<file path="src/rtl/countdown_timer_if.sv">
// Control/status bundle for countdown_timer: load/enable/prescale in, count and status out.
interface countdown_timer_if #(
  parameter int WIDTH     = 16,
  parameter int PRE_WIDTH = 8
);
  logic                 ld;
  logic [WIDTH-1:0]     v;
  logic                 en;
  logic                 auto_reload;
  logic [PRE_WIDTH-1:0] prescale;
  logic [WIDTH-1:0]     count;
  logic                 busy;
  logic                 done;

  modport master (
    output ld, v, en, auto_reload, prescale,
    input  count, busy, done
  );

  modport slave (
    input  ld, v, en, auto_reload, prescale,
    output count, busy, done
  );
endinterface

</file>
<file path="src/rtl/countdown_timer.sv">
// Loadable down-counter with prescaled stepping, one-cycle done pulse and optional auto-reload.
module countdown_timer #(
  parameter int WIDTH     = 16,
  parameter int PRE_WIDTH = 8
) (
  input  logic              clk,
  input  logic              rst,
  countdown_timer_if.slave  bus
);

  typedef enum logic [1:0] {IDLE, RUN, DONE} state_e;

  state_e               state_q, state_d;
  logic [WIDTH-1:0]     count_q, count_d;
  logic [WIDTH-1:0]     reload_q, reload_d;
  logic [PRE_WIDTH-1:0] pre_q, pre_d;

  always_comb begin
    state_d  = state_q;
    count_d  = count_q;
    reload_d = reload_q;
    pre_d    = pre_q;
    if (bus.ld) begin
      count_d  = bus.v;
      reload_d = bus.v;
      pre_d    = '0;
      state_d  = (bus.v != '0) ? RUN : IDLE;
    end else begin
      unique case (state_q)
        IDLE: ;
        RUN: begin
          if (bus.en) begin
            // >= so a prescale lowered mid-run steps at once instead of wrapping pre_cnt
            if (pre_q >= bus.prescale) begin
              pre_d = '0;
              if (count_q != '0) begin
                count_d = count_q - WIDTH'(1);
                if (count_q == WIDTH'(1)) state_d = DONE;
              end
            end else begin
              pre_d = pre_q + PRE_WIDTH'(1);
            end
          end
        end
        DONE: begin
          if (bus.auto_reload && reload_q != '0) begin
            count_d = reload_q;
            pre_d   = '0;
            state_d = RUN;
          end else begin
            count_d = '0;
            state_d = IDLE;
          end
        end
        default: state_d = IDLE;
      endcase
    end
  end

  always_ff @(posedge clk or posedge rst) begin
    if (rst) begin
      state_q  <= IDLE;
      count_q  <= '0;
      reload_q <= '0;
      pre_q    <= '0;
    end else begin
      state_q  <= state_d;
      count_q  <= count_d;
      reload_q <= reload_d;
      pre_q    <= pre_d;
    end
  end

  assign bus.count = count_q;
  assign bus.busy  = (state_q == RUN);
  assign bus.done  = (state_q == DONE);

endmodule

</file>
<file path="src/flat_wrapper.sv">
// flat-port wrapper written by rule: the top's interface ports become plain ports
module countdown_timer_flat 
#(
  parameter int WIDTH     = 16,
  parameter int PRE_WIDTH = 8
)
  (clk, rst, bus_ld, bus_v, bus_en, bus_auto_reload, bus_prescale, bus_count, bus_busy, bus_done);
  countdown_timer_if #(.WIDTH(WIDTH), .PRE_WIDTH(PRE_WIDTH)) bus_i ();
  input  logic clk;
  input  logic rst;
  input wire logic [$bits(bus_i.ld)-1:0] bus_ld;
  input wire logic [$bits(bus_i.v)-1:0] bus_v;
  input wire logic [$bits(bus_i.en)-1:0] bus_en;
  input wire logic [$bits(bus_i.auto_reload)-1:0] bus_auto_reload;
  input wire logic [$bits(bus_i.prescale)-1:0] bus_prescale;
  output wire logic [$bits(bus_i.count)-1:0] bus_count;
  output wire logic [$bits(bus_i.busy)-1:0] bus_busy;
  output wire logic [$bits(bus_i.done)-1:0] bus_done;
  assign bus_i.ld = bus_ld;
  assign bus_i.v = bus_v;
  assign bus_i.en = bus_en;
  assign bus_i.auto_reload = bus_auto_reload;
  assign bus_i.prescale = bus_prescale;
  assign bus_count = bus_i.count;
  assign bus_busy = bus_i.busy;
  assign bus_done = bus_i.done;
  countdown_timer #(.WIDTH(WIDTH), .PRE_WIDTH(PRE_WIDTH)) u_core (.clk(clk), .rst(rst), .bus(bus_i));
endmodule
</file>
<file path="config.mk">
export PLATFORM = sky130hd
export DESIGN_NAME = countdown_timer_flat
export DESIGN_NICKNAME = d
export VERILOG_FILES = /design/src/rtl/countdown_timer_if.sv /design/src/rtl/countdown_timer.sv /design/src/flat_wrapper.sv
export SDC_FILE = /design/constraint.sdc
export NUM_CORES = 1
export LEC_CHECK = 0
export ABC_CLOCK_PERIOD_IN_PS = 2800
export CORE_MARGIN = 5
export CORE_UTILIZATION = 40
export CTS_CLUSTER_DIAMETER = 100
export DETAILED_ROUTE_END_ITERATION = 10
export PLACE_DENSITY_LB_ADDON = 0.15
export SLEW_MARGIN = 0
export SYNTH_ARGS = -nofsm -noshare
export SYNTH_HDL_FRONTEND = slang
export SYNTH_SLANG_ARGS = --single-unit
</file>
<file path="constraint.sdc">
create_clock -name clk -period 2.8 [get_ports clk]
set_input_delay 0.84 -clock clk [delete_from_list [all_inputs] [get_ports clk]]
set_output_delay 0.84 -clock clk [all_outputs]
set_load 0.02 [all_outputs]
</file>
After elaboration in Yosys (flattened, before gate mapping)
Cells that the tools add are included.

word-level totals
  register bits = 42
  bits of input ports = 29
  logic and storage cells = 44

operators by class
  add/subtract/negate cells = 2
  magnitude comparators = 1
  equality and inequality tests = 9
  multiplexer cells = 19
  reduce and logical (&&, ||, !) cells = 9

operators with widths
  kind                                                                     number
  16-bit two-way mux                                                       5
  16-bit nonzero test                                                      3
  8-bit two-way mux                                                        4
  16-bit one-hot mux with 2 select lines                                   1
  16-bit by 1-bit equality test with 1-bit output, second input constant   1
  8-bit one-hot mux with 2 select lines                                    1
  16-bit by 1-bit subtractor with 16-bit output, second input constant     1
  3-bit by 2-bit inequality test with 1-bit output, second input constant  4
  2-bit two-way mux                                                        5
  8-bit by 1-bit adder with 8-bit output, second input constant            1
  8-bit greater-or-equal comparator                                        1
  2-bit one-hot mux with 3 select lines                                    1
  5-bit AND reduction                                                      1
  4-bit AND reduction                                                      1
  3-bit inequality test, second input constant                             1
  3-bit AND reduction                                                      1
  3-bit nonzero test                                                       1
  2-bit by 1-bit equality test with 1-bit output, second input constant    1
  2-bit equality test, second input constant                               1
  2-bit logical NOT                                                        1
  1-bit two-way mux                                                        2
  2-bit inequality test, second input constant                             1
  1-bit logical AND                                                        1

Depth between registers and ports, before layout
Gate-level depths: netlist of run 1.

  depth after elaboration = 7
  mapped depth = 8

Worst setup path after synthesis of run 1
Ideal clock, no wire load.

  path type = input to register
  from = in bus_prescale[2]
  to = reg u_core.pre_q[2]
  setup time = 0.101 ns
  arrival = 2.360 ns
  data required time = 2.699 ns
  path slack = 0.339 ns
  stages = 8
  path buffers = 1
  path through = inv_1 > ha_1 > a211o_1 > a31oi_1 > o311a_1 > buf_2 > nand2_1 > o32ai_1

on the way
  word-level cells in the longest chain between the ends = 5

ends and longest elaborated chain
  item                                   RTL line               RTL
  from (decl)                            flat_wrapper.sv:15     input wire logic [$bits(bus_i.prescale)-1:0] bus_prescale;
  8-bit greater-or-equal comparator      countdown_timer.sv:34  if (pre_q >= bus.prescale) begin
  8-bit two-way mux                      countdown_timer.sv:34
  8-bit two-way mux                      countdown_timer.sv:32  if (bus.en) begin
  8-bit one-hot mux with 2 select lines  countdown_timer.sv:29  unique case (state_q)
  8-bit two-way mux                      countdown_timer.sv:23  if (bus.ld) begin
  to (signal assigned)                   countdown_timer.sv:70  pre_q <= pre_d;
  to (decl)                              countdown_timer.sv:16  logic [PRE_WIDTH-1:0] pre_q, pre_d;

No other way between the ends. The select of a mux whose other input is x is not followed.
A chain may end at the register's enable or synchronous reset.

Worst setup path in the final report of run 1
  from = in bus_prescale[2]
  to = reg u_core.count_q[11] (netlist: u_core.bus.count[11])

on the way
  word-level cells in the longest chain between the ends = 3

ends and longest elaborated chain
  item                                                        RTL line               RTL
  8-bit greater-or-equal comparator                           countdown_timer.sv:34
  3-bit by 2-bit inequality test with 1-bit output (no line)  n/a
  4-bit AND reduction (no line)                               n/a
  to (signal assigned)                                        countdown_timer.sv:68  count_q <= count_d;
  to (decl)                                                   countdown_timer.sv:14  logic [WIDTH-1:0] count_q, count_d;

No other way between the ends.

==> results.sh, run 1 <==
export IMPL_leakagePower_nw=1.443
export IMPL_finalWorstSetupSlack_ns=0.09851
export IMPL_place_ws_ns=-0.1956
export IMPL_fin_area_um2=3547
export IMPL_syn_to_final_growth_pct=27.36
export IMPL_worst_pin_slew_ns=0.6479
export IMPL_dieArea_um2=8732
export IMPL_dr_pass1_iters=6
export IMPL_ys_types=54
export IMPL_syn_inst=290
export IMPL_vias=2645
export IMPL_cts_root_buf="clkbuf_8"
export IMPL_place_hpwl_mm=5.993
export IMPL_rr_worst_depth=6
export IMPL_cts_htree_levels=2
export IMPL_rsz0062_at_grt="no"
export IMPL_numCtsBuffers=5
export IMPL_fin_crit_sh_pct=96.48
export IMPL_slew_headroom_pct=56.26
export IMPL_hold_path_class="reg -> reg"
export IMPL_finalHoldViolCount=0
export IMPL_nets=395
export IMPL_grt_antenna_before_repair=0
export IMPL_max_cap_violations=0
export IMPL_die_w_um=93.45
export IMPL_tns_ns=0
export IMPL_critPathKind="in -> reg"
export IMPL_num_antenna_cells=0
export IMPL_netlist_area_um2=2785
export IMPL_dp_cells=439
export IMPL_cp_max_fo=12
export IMPL_cts_tree="yes"
export IMPL_core_um2=6794
export IMPL_grt_pass1_wl_mm=12.81
export IMPL_ys_seq_area_share_pct=37.74
export IMPL_fmaxAchievable_mhz=370.2
export IMPL_synth_nets=335
export IMPL_drive_above_1_share_pct=13.96
export IMPL_clk_pin_slew_ns=0.09
export IMPL_endpoint_kind="flip-flop"
export IMPL_rows=30
export IMPL_start_kind="input pin"
export IMPL_initial_core_util_pct=40.99
export IMPL_place_area_um2=3457
export IMPL_synth_ff_type="dfrtp_1"
export IMPL_min_path_cells=1
export IMPL_post_cts_buffers=0
export IMPL_cp_required_ns=3.01
export IMPL_cts_sinks=42
export IMPL_ant_nets=0
export IMPL_gr_usage_all_layers_pct=18.51
export IMPL_ir_drop_mv=0.2813
export IMPL_cts_hold_buf=0
export IMPL_finalMaxSlewViolations=0
export IMPL_period_minus_slack_ns=2.701
export IMPL_io_buffer_count=46
export IMPL_grt_pass1_vias=2462
export IMPL_finalSetupViolCount=0
export IMPL_clock_path_buffers=2
export IMPL_via_per_inst=5.917
export IMPL_clk_latency_ns=0.30
export IMPL_wl_per_cell_um=17.42
export IMPL_wl_mm=7.785
export IMPL_post_layout_nonfiller_instances=447
export IMPL_grt_max_degree=43
export IMPL_fin_util_pct=52.21
export IMPL_die_y_um=93.45
export IMPL_synth_edff_count=0
export IMPL_p_per_area_nw_per_um2=653.0
export IMPL_async_reset_ff_share_pct=100.0
export IMPL_gp_congestion=0.9415
export IMPL_grt_overflow=0
export IMPL_critPathArrivalTime_ns=2.92
export IMPL_drtIter0Drc=236
export IMPL_drc=0
export IMPL_cts_resized=0
export IMPL_fin_skew_ns=0.003226
export IMPL_synth_avg_cell_area_um2=9.604
export IMPL_ioPinCount=47
export IMPL_ys_seq_elements=42
export IMPL_yosys_warnings=0
export IMPL_status="finished clean"
-- cells by family (layout without fill, tap and decap cells) --
group / count (synthesis) / after routing / share of synthesized area, %
compound gates: 78 / 78 / 22.96
xor+xnor: 6 / 6 / 1.887
fa+ha+maj: 16 / 16 / 7.188
buf+inv: 36 / 97 / 5.211
flops: 42 / 42 / 37.74
mux: 19 / 19 / 7.547
simple gates: 93 / 93 / 17.48
-- final timing paths --
path                       slack, ns                   end                 from
setup / recovery                 0.1  u_core.bus.count[11]      bus_prescale[2]
hold / removal                  0.55    u_core.reload_q[9]   u_core.reload_q[9]
setup reg to reg                0.56  u_core.bus.count[11]  u_core.reload_q[10]
hold reg to reg                 0.55    u_core.reload_q[9]   u_core.reload_q[9]
max in group asynchronous       1.45       u_core.pre_q[3]                  rst
min in group asynchronous       0.96       u_core.pre_q[5]                  rst
-- synthesized netlist by cell type, types with 7 or more instances --
master	number	share of area [%]
inv_1	23	3.1
nand4_1	7	1.6
nand3_1	9	1.6
mux2_2	12	4.9
nor2_1	18	2.4
nor4_1	10	2.2
clkbuf_1	7	0.94
nand2_1	22	3.0
o21ai_0	9	1.6
nor3_1	7	1.3
ha_1	16	7.2
dfrtp_1	42	38
o211ai_1	16	4.3
-- sequential cells by signal (all words and copies together), names as in the netlist --
| name | cells |
|---|---|
| u_core.state_q | 2 |
| u_core.reload_q | 16 |
| u_core.bus.count | 16 |
| u_core.pre_q | 8 |
-- routing by layer --
layer	track usage (%)	vias up	part of all wire (%)
met5	0	-	0
met4	4.029	0	0.68
met3	3.057	6	7.0
met2	26.33	105	43
met1	28.99	1295	50
li1	-	1239	-
-- through the flow --
stage          power (mW)  hold WS (ns)
3_3_place_gp        1.897        0.5280
5_1_grt             2.455        0.5845
4_1_cts             2.319        0.5557
6_report            2.316        0.5516
2_1_floorplan       1.471        0.5036
3_5_place_dp        1.913        0.5339
-- critical path, stage by stage --
cell	delay, ns
clkdlybuf4s50_1	0.45
inv_1	0.04
ha_1	0.29
a211o_1	0.26
a31oi_1	0.20
o311a_1	0.20
buf_4	0.20
nor2_1	0.06
buf_4	0.16
o221ai_1	0.19
-- cell type report --
| type | count | area, um2 |
|---|---|---|
| Clock buffer | 5 | 68.82 |
| Timing Repair Buffer | 66 | 610.6 |
| Inverter | 23 | 86.33 |
| Tap cell | 96 | 120.1 |
| Fill cell | 664 | 3247 |
| Sequential cell | 42 | 1051 |
| Clock inverter | 3 | 21.27 |
| Multi-Input combinational cell | 212 | 1589 |
-- cells in the final DEF, fill, tap and decap left out, types with 5 or more instances in the layout --
cell type | netlist | layout
nor2_1 | 18 | 18
buf_4 | 0 | 20
o211ai_1 | 16 | 16
nand2_1 | 22 | 22
ha_1 | 16 | 16
nor4_1 | 10 | 10
clkdlybuf4s50_1 | 0 | 46
clkbuf_8 | 0 | 5
dfrtp_1 | 42 | 42
mux2_2 | 12 | 12
a222oi_1 | 5 | 5
nor3_1 | 7 | 7
xnor2_1 | 5 | 5
nand4_1 | 7 | 7
o221ai_1 | 5 | 5
inv_1 | 23 | 23
o21ai_0 | 9 | 9
mux2i_1 | 6 | 6
o311ai_0 | 5 | 5
nand3_1 | 9 | 9
-- power by group --
group / leakage, nW / total (mW) / internal [mW] / switching [mW]
registers: 0.514 / 0.930 / 0.730 / 0.200
clock network: 0.0441 / 0.402 / 0.175 / 0.227
logic: 0.885 / 0.984 / 0.458 / 0.526
total: 1.44 / 2.32 / 1.36 / 0.953
Power figures use the tool's default switching activity.
==> run 2, diff against run 1 <==
--- a/config.mk
+++ b/config.mk
@@ -6,6 +6,7 @@
 export NUM_CORES = 1
 export LEC_CHECK = 0
 export ABC_CLOCK_PERIOD_IN_PS = 2800
+export CORE_ASPECT_RATIO = 0.9
 export CORE_MARGIN = 5
 export CORE_UTILIZATION = 40
 export CTS_CLUSTER_DIAMETER = 100
==> run 2 against run 1 <==
Effect of this change: clock power grew 3%; via count shrank 0.91%; clock-buffer cell count grew 2; critical path depth shrank 1; setup slack gained 0.050 ns; critical path type unchanged; largest cell class unchanged; largest power group unchanged.
==> results.sh, run 2 (synthesized netlist as in run 1, its figures left out) <==
export IMPL_cts_root_buf="clkbuf_8"
export IMPL_drc=0
export IMPL_place_ws_ns=-0.1732
export IMPL_wl_mm=7.796
export IMPL_cp_max_fo=12
export IMPL_fillers=622
export IMPL_mostFrequentLayoutCell="clkdlybuf4s50_1"
export IMPL_grt_max_degree=43
export IMPL_crit_slowest_cell="clkdlybuf4s50_1"
export IMPL_start_kind="input pin"
export IMPL_multiInputGateArea_um2=1589
export IMPL_cts_hold_buf=0
export IMPL_gp_congestion=0.8834
export IMPL_wl_met3_um=697
export IMPL_grt_pass1_wl_mm=12.59
export IMPL_fin_skew_ns=0.009354
export IMPL_highest_layer="met4"
export IMPL_via_per_inst=5.943
export IMPL_finalWorstSetupSlack_ns=0.1489
export IMPL_p_per_area_nw_per_um2=656.1
export IMPL_gr_usage_all_layers_pct=18.23
export IMPL_post_cts_buffers=0
export IMPL_cts_tree="yes"
export IMPL_path_cells="clkdlybuf4s50_1, inv_1, ha_1, a211o_1, a31oi_1, o311ai_0, a21oi_2, buf_4, o221ai_1"
export IMPL_layout_common_cells="clkdlybuf4s50_1 (46), dfrtp_1 (42), inv_1 (23)"
export IMPL_ant_nets=0
export IMPL_status="finished clean"
export IMPL_wl_per_cell_um=17.68
export IMPL_syn_to_final_growth_pct=27.13
export IMPL_clock_path_buffers=2
export IMPL_grt_overflow=0
export IMPL_io_buffer_count=46
export IMPL_rows=28
export IMPL_post_layout_nonfiller_instances=441
export IMPL_vias=2621
export IMPL_max_cap_violations=0
export IMPL_cts_resized=0
export IMPL_regArea_um2=1051
export IMPL_worst_pin_slew_ns=0.7453
export IMPL_place_hpwl_mm=6.087
export IMPL_critPathKind="in -> reg"
export IMPL_dp_cells=433
export IMPL_die_y_um=89.16
export IMPL_clk_pin_slew_ns=0.08
export IMPL_endpoint_kind="flip-flop"
export IMPL_finalMaxSlewViolations=0
export IMPL_critPathMaxStageDelay_ns=0.45
export IMPL_nets=395
export IMPL_die_w_um=97.96
export IMPL_finalHoldViolCount=0
export IMPL_finalSetupViolCount=0
export IMPL_leakagePower_nw=1.446
export IMPL_cts_htree_levels=2
export IMPL_cp_required_ns=2.97
export IMPL_cts_sinks=42
export IMPL_dieArea_um2=8734
export IMPL_hold_path_class="reg -> reg"
export IMPL_period_minus_slack_ns=2.651
export IMPL_slew_headroom_pct=49.68
export IMPL_tns_ns=0
export IMPL_numCtsBuffers=5
export IMPL_initial_core_util_pct=41.62
export IMPL_clk_latency_ns=0.30
export IMPL_drive_above_1_share_pct=13.68
export IMPL_fin_crit_sh_pct=94.68
export IMPL_drt_met1_wl_mm=3.765
export IMPL_grt_antenna_before_repair=0
export IMPL_dr_pass1_iters=5
export IMPL_ir_drop_mv=0.3046
export IMPL_num_antenna_cells=0
export IMPL_fmaxAchievable_mhz=377.2
export IMPL_rsz0062_at_grt="no"
export IMPL_core_um2=6691
export IMPL_critPathArrivalTime_ns=2.82
export IMPL_met2RoutedLength_mm=3.265
export IMPL_grt_pass1_vias=2397
export IMPL_drtIter0Drc=201
export IMPL_ioPinCount=47
-- run 2: metal layers --
metal / vias to the layer above / GRT usage, %
li1: 1243 / -
met1: 1255 / 27.71
met2: 114 / 25.40
met3: 9 / 5.148
met4: 0 / 4.277
met5: - / 0
-- run 2: critical path: cells and delay by family --
family | cells | cell delay, ns
AOI/OAI and AO/OA | 5 | 0.99
buffers and inverters | 3 | 0.69
adders and majority gates | 1 | 0.29
-- run 2: layout make-up --
class | instances | share of cell area (%)
Clock buffer | 7 | 2.438
Tap cell | 90 | 3.180
Sequential cell | 42 | 29.68
Timing Repair Buffer | 66 | 17.24
Inverter | 23 | 2.438
Multi-Input combinational cell | 212 | 44.88
Clock inverter | 1 | 0.1413
-- run 2: stage by stage --
step | area, um2 | power (mW) | hold WS, ns | utilization (%)
6_report | 3541 | 2.323 | 0.5615 | 52.92
4_1_cts | 3541 | 2.322 | 0.5578 | 52.92
2_1_floorplan | 2785 | 1.471 | 0.5036 | -
5_1_grt | 3541 | 2.468 | 0.5835 | 52.92
3_5_place_dp | 3450 | 1.913 | 0.5393 | 51.55
3_3_place_gp | 3450 | 1.908 | 0.5304 | 51.55
-- run 2: final timing paths --
kind                                         start              endpoint  slack, ns  cells past startpoint
worst max-delay path               bus_prescale[2]  u_core.bus.count[12]       0.15                      9
worst min-delay path            u_core.reload_q[4]    u_core.reload_q[4]       0.56                      1
worst max register to register   u_core.state_q[0]       u_core.pre_q[6]       0.51                      8
worst min register to register  u_core.reload_q[4]    u_core.reload_q[4]       0.56                      1
max in group asynchronous                      rst       u_core.pre_q[3]       1.45                      3
min in group asynchronous                      rst       u_core.pre_q[6]       0.97                      3
-- run 2: power breakdown --
group	internal, mW	switching [mW]
logic	0.462	0.531
clock network	0.199	0.214
registers	0.730	0.187
total	1.39	0.932
==> run 3, diff against run 2 <==
--- a/config.mk
+++ b/config.mk
@@ -6,9 +6,11 @@
 export NUM_CORES = 1
 export LEC_CHECK = 0
 export ABC_CLOCK_PERIOD_IN_PS = 2800
+export CELL_PAD_IN_SITES_DETAIL_PLACEMENT = 1
+export CELL_PAD_IN_SITES_GLOBAL_PLACEMENT = 2
 export CORE_ASPECT_RATIO = 0.9
 export CORE_MARGIN = 5
-export CORE_UTILIZATION = 40
+export CORE_UTILIZATION = 33
 export CTS_CLUSTER_DIAMETER = 100
 export DETAILED_ROUTE_END_ITERATION = 10
 export PLACE_DENSITY_LB_ADDON = 0.15
==> run 3 against run 2 <==
Effect of this change: die area up 19%; global-route usage down 0.45 points; clock-buffer cell count unchanged; combinational power up 5%; wire length up 15%; clock power up 1%; final area up 1.7%; first-iteration DRC count down 20%; via count down 2.6%; setup slack worse by 0.083 ns; critical path type unchanged; critical endpoint is now u_core.bus.count[11]; largest power group unchanged.
==> results.sh, run 3 (synthesized netlist as in run 1, its figures left out) <==
export IMPL_status="finished clean"
export IMPL_leakagePower_nw=1.459
export IMPL_die_w_um=106.8
export IMPL_mostFrequentLayoutCell="clkdlybuf4s50_1"
export IMPL_fmaxAchievable_mhz=365.8
export IMPL_rsz0062_at_grt="no"
export IMPL_ir_drop_mv=0.2053
export IMPL_start_kind="input pin"
export IMPL_cts_htree_levels=2
export IMPL_cp_required_ns=3.01
export IMPL_post_layout_nonfiller_instances=450
export IMPL_fillers=948
export IMPL_nets=395
export IMPL_dp_cells=441
export IMPL_crit_family="compound AO/OA/AOI/OAI gates"
export IMPL_gr_usage_all_layers_pct=17.79
export IMPL_gp_congestion=0.8118
export IMPL_reg2reg_slack_ns=0.53
export IMPL_num_antenna_cells=0
export IMPL_hold_path_class="reg -> reg"
export IMPL_holdWs_ns=0.5543
export IMPL_via_per_inst=5.673
export IMPL_fin_skew_ns=0.005552
export IMPL_crit_buf_inv=4
export IMPL_finalHoldViolCount=0
export IMPL_grt_overflow=0
export IMPL_layout_common_cells="clkdlybuf4s50_1 (46), dfrtp_1 (42), inv_1 (22), nand2_1 (22), nor2_1 (18)"
export IMPL_wl_mm=8.927
export IMPL_endpoint_kind="flip-flop"
export IMPL_grt_pass1_vias=2572
export IMPL_clk_latency_ns=0.30
export IMPL_ant_nets=0
export IMPL_grt_max_degree=43
export IMPL_initial_core_util_pct=34.19
export IMPL_place_hpwl_mm=7.049
export IMPL_dr_pass1_iters=4
export IMPL_critPathKind="in -> reg"
export IMPL_max_cap_violations=0
export IMPL_crit_slowest_cell="clkdlybuf4s50_1"
export IMPL_regArea_um2=1051
export IMPL_period_minus_slack_ns=2.734
export IMPL_dieArea_um2=10380
export IMPL_wl_per_cell_um=19.84
export IMPL_io_buffer_count=46
export IMPL_cp_max_fo=9
export IMPL_grt_antenna_before_repair=0
export IMPL_worst_pin_slew_ns=0.5852
export IMPL_slew_headroom_pct=60.49
export IMPL_critPathArrivalTime_ns=2.94
export IMPL_cts_sinks=42
export IMPL_finalSetupViolCount=0
export IMPL_grt_pass1_wl_mm=14.64
export IMPL_ioPinCount=47
export IMPL_drive_above_1_share_pct=14.25
export IMPL_path_cells="clkdlybuf4s50_1, inv_1, ha_1, a211o_1, a31oi_2, o311a_1, buf_12, nor2_1, buf_4, o221ai_1"
export IMPL_die_y_um=97.16
export IMPL_clk_pin_slew_ns=0.08
export IMPL_clock_path_buffers=2
export IMPL_syn_to_final_growth_pct=29.33
export IMPL_cts_tree="yes"
export IMPL_critPathMaxStageDelay_ns=0.45
export IMPL_p_per_area_nw_per_um2=658.9
export IMPL_fin_crit_sh_pct=97.63
export IMPL_core_um2=8145
export IMPL_finalMaxSlewViolations=0
export IMPL_multiInputGateArea_um2=1602
export IMPL_numCtsBuffers=5
export IMPL_drc=0
export IMPL_cts_root_buf="clkbuf_8"
export IMPL_vias=2553
export IMPL_drtIter0Drc=160
export IMPL_rows=31
## run 3: worst register-to-register path: cells and delay by family (launching register included)
kind,cells,cell delay [ns]
AOI/OAI and AO/OA,3,1.03
and+or+nand+nor,2,0.53
DFF,1,0.41
buffers and inverters,1,0.18
## run 3: layout make-up
class                      instances  area share [%]
multi-input combinational        212           44.46
sequential                        42           29.18
timing repair buffer              66           17.99
tap                               99           3.439
clock buffer                       7           2.397
inverter                          23           2.397
clock inverter                     1          0.1389
## run 3: routing by layer
metal	up-vias	wire [um]	GRT usage, %
li1	1234	-	-
met2	61	3740	24.30
met3	4	486	2.791
met5	-	0	0
met1	1254	4653	28.99
met4	0	46	3.343
## run 3: worst paths after layout
kind	startpoint	end	cells past startpoint
worst max-delay path	bus_prescale[2]	u_core.bus.count[11]	10
worst min-delay path	u_core.reload_q[8]	u_core.reload_q[8]	1
worst max register to register	u_core.reload_q[10]	u_core.bus.count[8]	6
worst min register to register	u_core.reload_q[8]	u_core.reload_q[8]	1
max in group asynchronous	rst	u_core.bus.count[14]	3
min in group asynchronous	rst	u_core.pre_q[5]	3
## run 3: timing repair
item	CTS	global route
setup buffers	0	1
setup endpoints to repair	0	7
gates resized for setup	0	2
hold buffers	0	0
## run 3: through the flow
step                worst slack (ns)  total power, mW  util [%]  cell area [um2]  TNS, ns
finish                       0.06623            2.374     44.22             3602        0
global route                0.001669            2.536     44.22             3602        0
CTS                          0.04639            2.393     43.98             3582        0
detailed placement           -0.2648            1.965     42.86             3491   -4.341
global placement             -0.1927            1.950     42.86             3491   -3.242
floorplan                     0.3389            1.471         -             2785        0
## run 3: report_power, final
group          switching [mW]  internal, mW
clock                   0.219         0.199
combinational           0.561         0.477
sequential              0.187         0.730
total                   0.967          1.41
